File: src/rtl/hja_sw_writer_pkg.sv
// Shared types and constants for the front-panel debug writer and the LED
// debug mux that decodes its exported state.
package hja_sw_writer_pkg;

  typedef logic [15:0] RegValue;
  typedef logic [15:0] RegAddr;
  typedef logic [1:0]  DbgStateBus;

  localparam DbgStateBus DBG_S_IDLE = 2'd0;
  localparam DbgStateBus DBG_S_ADDR = 2'd1;
  localparam DbgStateBus DBG_S_REQ  = 2'd2;

  typedef enum logic [1:0] {
    S_IDLE = DBG_S_IDLE,
    S_ADDR = DBG_S_ADDR,
    S_REQ  = DBG_S_REQ
  } wr_state_e;

  function automatic logic is_req_state(input wr_state_e s);
    return (s == S_REQ);
  endfunction

endpackage

File: src/rtl/hja_sw_writer_btn_debounce.sv
// Button conditioning: 2-flop synchronizer, consecutive-cycle debouncer and a
// rising-edge detector that yields a single-cycle press pulse.
module hja_btn_debounce #(
  parameter logic [15:0] DEBOUNCE_CYCLES = 16'd50000
) (
  input  logic clk,
  input  logic rst,
  input  logic raw,
  output logic level,
  output logic press
);

  logic        sync1_q, sync2_q;
  logic        db_q, db_d;
  logic        db_prev_q;
  logic [15:0] cnt_q, cnt_d;

  // db flips on the DEBOUNCE_CYCLES-th consecutive disagreeing sample.
  always_comb begin
    db_d  = db_q;
    cnt_d = '0;
    if (sync2_q != db_q) begin
      if (cnt_q == DEBOUNCE_CYCLES - 16'd1) begin
        db_d  = sync2_q;
        cnt_d = '0;
      end else begin
        cnt_d = cnt_q + 16'd1;
      end
    end
  end

  always_ff @(posedge clk or posedge rst) begin
    if (rst) begin
      sync1_q   <= 1'b0;
      sync2_q   <= 1'b0;
      db_q      <= 1'b0;
      db_prev_q <= 1'b0;
      cnt_q     <= '0;
    end else begin
      sync1_q   <= raw;
      sync2_q   <= sync1_q;
      db_q      <= db_d;
      db_prev_q <= db_q;
      cnt_q     <= cnt_d;
    end
  end

  assign level = db_q;
  assign press = db_q & ~db_prev_q;

endmodule

File: src/rtl/hja_sw_writer.sv
// Front-panel debug writer: address press, data press, then one held write
// request toward the debug port until done or timeout.
module hja_sw_writer
  import hja_sw_writer_pkg::*;
#(
  parameter logic [15:0] DEBOUNCE_CYCLES = 16'd50000,
  parameter logic [7:0]  TIMEOUT_CYCLES  = 8'd255
) (
  input  logic       clk,
  input  logic       rst,
  input  logic [15:0] sw,
  input  logic       btn,
  input  logic       btn_cancel,
  output logic       dbg_wr_req,
  output logic [15:0] dbg_wr_addr,
  output logic [15:0] dbg_wr_data,
  input  logic       dbg_wr_done,
  output logic       hold,
  output logic [1:0] dbg_state,
  output logic       dbg_err,
  output logic [7:0] dbg_wr_count
);

  // Handshake: dbg_wr_req is a level held for the whole of S_REQ; the target
  // answers with dbg_wr_done, sampled on each S_REQ edge, and a done seen on
  // an edge ends the request on that same edge (done beats timeout).

  logic enter_press, cancel_press;

  hja_btn_debounce #(.DEBOUNCE_CYCLES(DEBOUNCE_CYCLES)) u_btn_enter (
    .clk   (clk),
    .rst   (rst),
    .raw   (btn),
    .level (),
    .press (enter_press)
  );

  hja_btn_debounce #(.DEBOUNCE_CYCLES(DEBOUNCE_CYCLES)) u_btn_cancel (
    .clk   (clk),
    .rst   (rst),
    .raw   (btn_cancel),
    .level (),
    .press (cancel_press)
  );

  wr_state_e   state_q, state_d;
  RegAddr      addr_q, addr_d;
  RegValue     data_q, data_d;
  logic        err_q, err_d;
  logic [7:0]  count_q, count_d;
  logic [7:0]  tmo_q, tmo_d;
  logic        tmo_hit;

  assign tmo_hit = (tmo_q == TIMEOUT_CYCLES - 8'd1);

  always_ff @(posedge clk or posedge rst) begin
    if (rst) state_q <= S_IDLE;
    else     state_q <= state_d;
  end

  always_comb begin
    state_d = state_q;
    case (state_q)
      S_IDLE: if (enter_press) state_d = S_ADDR;
      S_ADDR: begin
        if (cancel_press)     state_d = S_IDLE;
        else if (enter_press) state_d = S_REQ;
      end
      S_REQ:  if (dbg_wr_done || tmo_hit) state_d = S_IDLE;
      default: state_d = S_IDLE;
    endcase
  end

  always_comb begin
    dbg_wr_req = is_req_state(state_q);
    hold       = is_req_state(state_q);
    dbg_state  = state_q;
  end

  always_comb begin
    addr_d  = addr_q;
    data_d  = data_q;
    err_d   = err_q;
    count_d = count_q;
    tmo_d   = tmo_q;
    case (state_q)
      S_IDLE: begin
        if (enter_press) begin
          addr_d = sw;
          err_d  = 1'b0;
        end
      end
      S_ADDR: begin
        if (!cancel_press && enter_press) begin
          data_d = sw;
          tmo_d  = '0;
        end
      end
      S_REQ: begin
        if (dbg_wr_done)  count_d = count_q + 8'd1;
        else if (tmo_hit) err_d   = 1'b1;
        else              tmo_d   = tmo_q + 8'd1;
      end
      default: ;
    endcase
  end

  always_ff @(posedge clk or posedge rst) begin
    if (rst) begin
      addr_q  <= '0;
      data_q  <= '0;
      err_q   <= 1'b0;
      count_q <= '0;
      tmo_q   <= '0;
    end else begin
      addr_q  <= addr_d;
      data_q  <= data_d;
      err_q   <= err_d;
      count_q <= count_d;
      tmo_q   <= tmo_d;
    end
  end

  assign dbg_wr_addr  = addr_q;
  assign dbg_wr_data  = data_q;
  assign dbg_err      = err_q;
  assign dbg_wr_count = count_q;

endmodule

File: config.mk
export PLATFORM = sky130hd
export DESIGN_NAME = hja_sw_writer
export DESIGN_NICKNAME = d
export VERILOG_FILES = /design/src/rtl/hja_sw_writer_pkg.sv /design/src/rtl/hja_sw_writer_btn_debounce.sv /design/src/rtl/hja_sw_writer.sv
export SDC_FILE = /design/constraint.sdc
export NUM_CORES = 1
export LEC_CHECK = 0
export BUFFER_PORTS_ARGS = -buffer_cell sky130_fd_sc_hd__clkbuf_2
export CORE_ASPECT_RATIO = 0.8
export CORE_MARGIN = 8
export CORE_UTILIZATION = 50
export DETAILED_ROUTE_END_ITERATION = 7
export MAX_ROUTING_LAYER = met4
export PLACE_DENSITY = 0.73
export SLEW_MARGIN = 20
export SYNTH_ARGS = -nofsm -noshare
export SYNTH_HDL_FRONTEND = slang
export SYNTH_SLANG_ARGS = --single-unit
File: constraint.sdc
create_clock -name clk -period 2.45 [get_ports clk]
set_input_delay 0.1225 -clock clk [delete_from_list [all_inputs] [get_ports clk]]
set_output_delay 0.1225 -clock clk [all_outputs]
set_load 0.01 [all_outputs]
### Yosys cells after proc, flatten, opt, wreduce, memory -nomap -nowiden

Index checks and enable logic that the tools add are counted.

* flip-flop bits (word level): 91
* output and inout bits: 45
* logic and storage cells: 69

* add/subtract/negate cells: 4
* eq/ne operators: 14
* mux-type cells: 17
* bitwise operators: 4
* reduce and logical (&&, ||, !) cells: 14

Operator list (count)
* two-way mux 16 bit: 4
* adder 16 x 1 -> 16 bit, second input constant: 2
* equality test 16 bit, second input constant: 2
* two-way mux 8 bit: 3
* adder 8 x 1 -> 8 bit, second input constant: 2
* case mux 8 bit (2 select lines): 1
* AND reduction 2 bit: 5
* equality test 8 bit, second input constant: 1
* two-way mux 2 bit: 4
* inequality test 2 bit, second input constant: 4
* AND reduction 4 bit: 2
* case mux 2 bit (3 select lines): 1
* inequality test 2 x 1 -> 1 bit, second input constant: 2
* nonzero test 2 bit: 2
* two-way mux 1 bit: 3
* inequality test 3 bit, second input constant: 1
* AND reduction 3 bit: 1
* bitwise AND 1 bit: 2
* equality test 2 x 1 -> 1 bit, second input constant: 1
* equality test 2 bit, second input constant: 1
* zero test 2 bit: 1
* inequality test 1 bit: 2
* NOT 1 bit: 2
* case mux 1 bit (2 select lines): 1
* 3 further kinds: 3

### Logic depth before layout (Yosys ltp)

* word-level depth: 6
* mapped depth: 6
* mapped depth without buffers: 6

### Cells and area by module

A second synthesis with hierarchy kept.

* cells, all modules: 329
* area total of the unflattened synthesis: 4211.5 um2

Modules (own cells, without submodules)
* hja_sw_writer: times used 1, cells an instance 157, area an instance 2172.1 um2, sequential area each 1276.2 um2
* hja_btn_debounce: times used 2, cells an instance 86, area an instance 1019.7 um2, sequential area each 500.5 um2

### Least setup slack after synthesis

Ideal clock, no wire load.

* path type: register to register
* start: register tmo_q[0]
* end: register tmo_q[4]
* arrival time: 1.549 ns
* required time: 2.381 ns
* path slack: 0.832 ns
* stages on the path, launching flop included: 7
* clock period less this slack: 1.618 ns
* cells stage by stage: dfrtp_1 > inv_1 > ha_1 > and3_1 > a211o_1 > or3_1 > nand3_1

* cells in the longest elaborated chain, start to end: 4
* elaborated cells on any way between the ends: 7
* those cells by class: 1 x add/sub; 2 x eq/ne; 3 x mux; 1 x reduce/logical

Ends and longest elaborated chain
* from (decl): RTL line hja_sw_writer.sv:51 `logic [7:0] tmo_q, tmo_d;`
* from (signal assigned): RTL line hja_sw_writer.sv:120 `tmo_q <= tmo_d;`
* adder 8 x 1 -> 8 bit: RTL line hja_sw_writer.sv:102 `else tmo_d = tmo_q + 8'd1;`
* two-way mux 8 bit: RTL line hja_sw_writer.sv:101 `else if (tmo_hit) err_d = 1'b1;`
* two-way mux 8 bit: RTL line hja_sw_writer.sv:100 `if (dbg_wr_done) count_d = count_q + 8'd1;`
* case mux 8 bit (2 select lines): RTL line hja_sw_writer.sv:86 `case (state_q)`

Several ways; a longest one is shown, not always the timed one. The select of a mux whose other input is x is not followed.
A chain may end at the register's enable or synchronous reset.

### Final worst setup path

* start: register u_btn_enter.cnt_q[0]
* end: register u_btn_enter.cnt_q[7]

* cells in the longest elaborated chain, start to end: 3
* elaborated cells on any way between the ends: 4
* those cells by class: 1 x add/sub; 1 x eq/ne; 2 x mux

Ends and longest elaborated chain
* from (decl): RTL line hja_sw_writer_btn_debounce.sv:16 `logic [15:0] cnt_q, cnt_d;`
* from (signal assigned): RTL line hja_sw_writer_btn_debounce.sv:44 `cnt_q <= cnt_d;`
* adder 16 x 1 -> 16 bit / equality test 16 bit (equally long branches): RTL line hja_sw_writer_btn_debounce.sv:27, hja_sw_writer_btn_debounce.sv:23
* two-way mux 16 bit (*): RTL line hja_sw_writer_btn_debounce.sv:23 `if (cnt_q == DEBOUNCE_CYCLES - 16'd1) begin`
* two-way mux 16 bit (*): RTL line hja_sw_writer_btn_debounce.sv:22 `if (sync2_q != db_q) begin`
* via u_btn_enter.cnt_d[7]: RTL line hja_sw_writer_btn_debounce.sv:16

Mark *: on every way through the listed nets, which the timed path passes. The rest lies on a longest branch.

==> impl_metrics.json <==
{
  "n_antenna_cell": 0,
  "yosys.area.top_type": "dfrtp_1",
  "drt_pass1_iterations": 4,
  "die_area_mm2": 0.01104,
  "cts_buffers": 9,
  "postRouteAntennaNets": 0,
  "whs_path_depth": 2,
  "worstPathBufferInverterCount": 0,
  "grt_max_degree": 51,
  "critPathKind": "reg -> reg",
  "synth_flop_cell": "dfrtp_1",
  "p_leak_nw": 2.254,
  "r2r_cells": 5,
  "startpoint_type": "flip-flop",
  "yosys_warnings": 0,
  "maxSlewHeadroom": 0.6356,
  "port_buffers": 65,
  "cts_buffer_depth": 2,
  "die_h_um": 95.61,
  "cts_max_level": 3,
  "clk_pin_slew_ns": 0.09,
  "core_area_mm2": 0.007801,
  "grt_overflow": 0,
  "rsz0062_at_grt": "false",
  "wl_um": 7811,
  "drc": 0,
  "ctsRootBufferMaster": "clkbuf_8",
  "cp.depth": 5,
  "ys_seq_area_frac": 0.5749,
  "cts_setup_buffers": 0,
  "vias": 2706,
  "crit_chain": "ha_1 > nand3_1 > nand4b_1 > nand2_1 > nor2_1",
  "crit_arrival_ns": 2.10,
  "worstPathRequired_ns": 2.68,
  "min_period_ns": 1.866,
  "io_pins": 66,
  "cp_slowest_cell": "nand2_1",
  "drive_above_1_share": 0.2981,
  "critPathMaxStageDelay_ns": 0.43,
  "hold_path.class": "in -> reg",
  "synthTopCellsByArea": "dfrtp_1, xnor2_1, mux2_2",
  "power.density_mw_per_mm2": 569.9,
  "finalClockSkew_ns": 0.01036,
  "netlist_instances": 322,
  "cp-end-kind": "flip-flop",
  "area_delta_synth_final_pct": 20.12,
  "synth_area_mm2": 0.003961,
  "hpwlAfterDp_um": 5290,
  "setup_viol": 0,
  "start_util": 0.5078,
  "final_nets": 437,
  "post-route-period-util": 0.7615,
  "max_freq_ghz": 0.5360,
  "gp_congestion": 0.7972,
  "antenna_found_initial": 0,
  "synth_seq_cells": 91,
  "drt_iter0_drc": 163,
  "max_cap_viol_count": 0,
  "clk_latency_ns": 0.37,
  "cts.sinks": 91,
  "final_common_cell": "dfrtp_1",
  "ff2ff_setup_slack_ns": 0.58,
  "grt_pass1_wl_um": 13230,
  "grt_usage": 0.1569,
  "worst_pin_slew_ns": 0.5433,
  "wl_per_cell_um": 14.91,
  "run_status": "finished, final reports clean",
  "cts_tree": "done",
  "max-vdd-ir-drop_mv": 0.2802,
  "fp.dieW_um": 115.5,
  "routed_via_density": 5.164,
  "report.final.slew_viol_count": 0,
  "cp_top_family": "simple AND/OR/NAND/NOR gates",
  "cp_max_fo": 15,
  "mostFrequentLayoutCells": "dfrtp_1, clkbuf_2, nor2_1",
  "synth_top_area_frac": 0.5749,
  "synth_area_per_cell_um2": 12.30,
  "synthArstFlopShare": 1.000,
  "synth.net_count": 348,
  "final-hold-violation-count": 0,
  "tns_ns": 0,
  "synth_edf_count": 0,
  "hold_ws_ns": 0.02061,
  "row_count": 29,
  "synth_cell_types": 41,
  "grt_pass1_vias": 2740
}
## sequential cells by signal, indices dropped and copies added, names as in the netlist, 2 cells and up
register / flops
u_btn_enter.cnt_q: 16
u_btn_cancel.cnt_q: 16
dbg_wr_count: 8
dbg_wr_addr: 16
dbg_state: 2
dbg_wr_data: 16
tmo_q: 8
## cell usage after synthesis (4+ instances only)
cell type	instances
nor2_1	33
and3_1	5
nand4_1	12
dfrtp_1	91
ha_1	5
inv_1	9
xor2_1	8
nor4bb_1	4
mux2_4	15
nand2_1	16
xnor2_1	28
nor3_1	8
nand3_1	19
nor4_1	7
mux2_2	20
a21oi_1	6
## final cells by class
class,instances,area [µm²]
clock buffer,9,123.9
clock inverter,7,58.81
fill,613,3043
inverter,9,37.54
multi-input combinational,216,1603
sequential,91,2277
tap,108,135.1
timing repair buffer,84,523.0
## through the flow
stage | total power, mW | utilization | instances | area, µm² | setup WS, ns
after CTS | 2.746 | 0.6099 | 524 | 4758 | 0.5830
after global placement | 1.767 | 0.5647 | 491 | 4405 | 0.6823
final | 2.712 | 0.6099 | 524 | 4758 | 0.5843
after detailed placement | 1.773 | 0.5647 | 491 | 4405 | 0.6045
after global routing | 2.840 | 0.6099 | 524 | 4758 | 0.3863
after floorplan | 1.700 | - | 322 | 3965 | 0.8316
## worst reg2reg max path: cells and delay by family, from the launching register on
family                   cells  cell delay, ns
flip-flops                   1            0.41
adder cells (fa/ha/maj)      1            0.21
AND/OR/NAND/NOR              4            1.11
## logic make-up after synthesis
family / count (synthesis) / share of synthesized area
simple gates: 121 / 0.1630
flops: 91 / 0.5749
xor+xnor: 36 / 0.07960
mux: 36 / 0.1162
compound gates: 18 / 0.03001
buf+inv: 15 / 0.02053
fa+ha+maj: 5 / 0.01579
## routing by layer
layer	vias to the layer above	global-route usage	routed length [µm]	part of all wire
met5	-	-	0	0
met4	0	0.04580	116	0.015
met3	11	0.05316	516	0.066
met2	62	0.2377	3518	0.45
met1	1317	0.1957	3659	0.47
li1	1316	-	-	-
## what timing repair did
action / in CTS / in global routing
hold endpoints to repair: 46 / 0
resized for setup: 0 / 0
hold buffers: 17 / 0
## where the power goes
group | leakage (nW) | internal [mW] | switching, mW
registers | 1.20 | 1.54 | 0.0380
clock network | 0.0925 | 0.386 | 0.564
logic | 0.963 | 0.0893 | 0.0928
total | 2.25 | 2.02 | 0.694
## path summary, 6_finish.rpt
path,startpoint,end
min in group asynchronous,rst,u_btn_enter.cnt_q[12]
max in group asynchronous,rst,u_btn_enter.level
hold reg to reg,u_btn_cancel.sync1_q,u_btn_cancel.sync2_q
hold / removal,sw[0],dbg_wr_data[0]
setup reg to reg,u_btn_enter.cnt_q[0],u_btn_enter.cnt_q[7]
setup / recovery,u_btn_enter.cnt_q[0],u_btn_enter.cnt_q[7]
(Power assumes the default switching activity.)
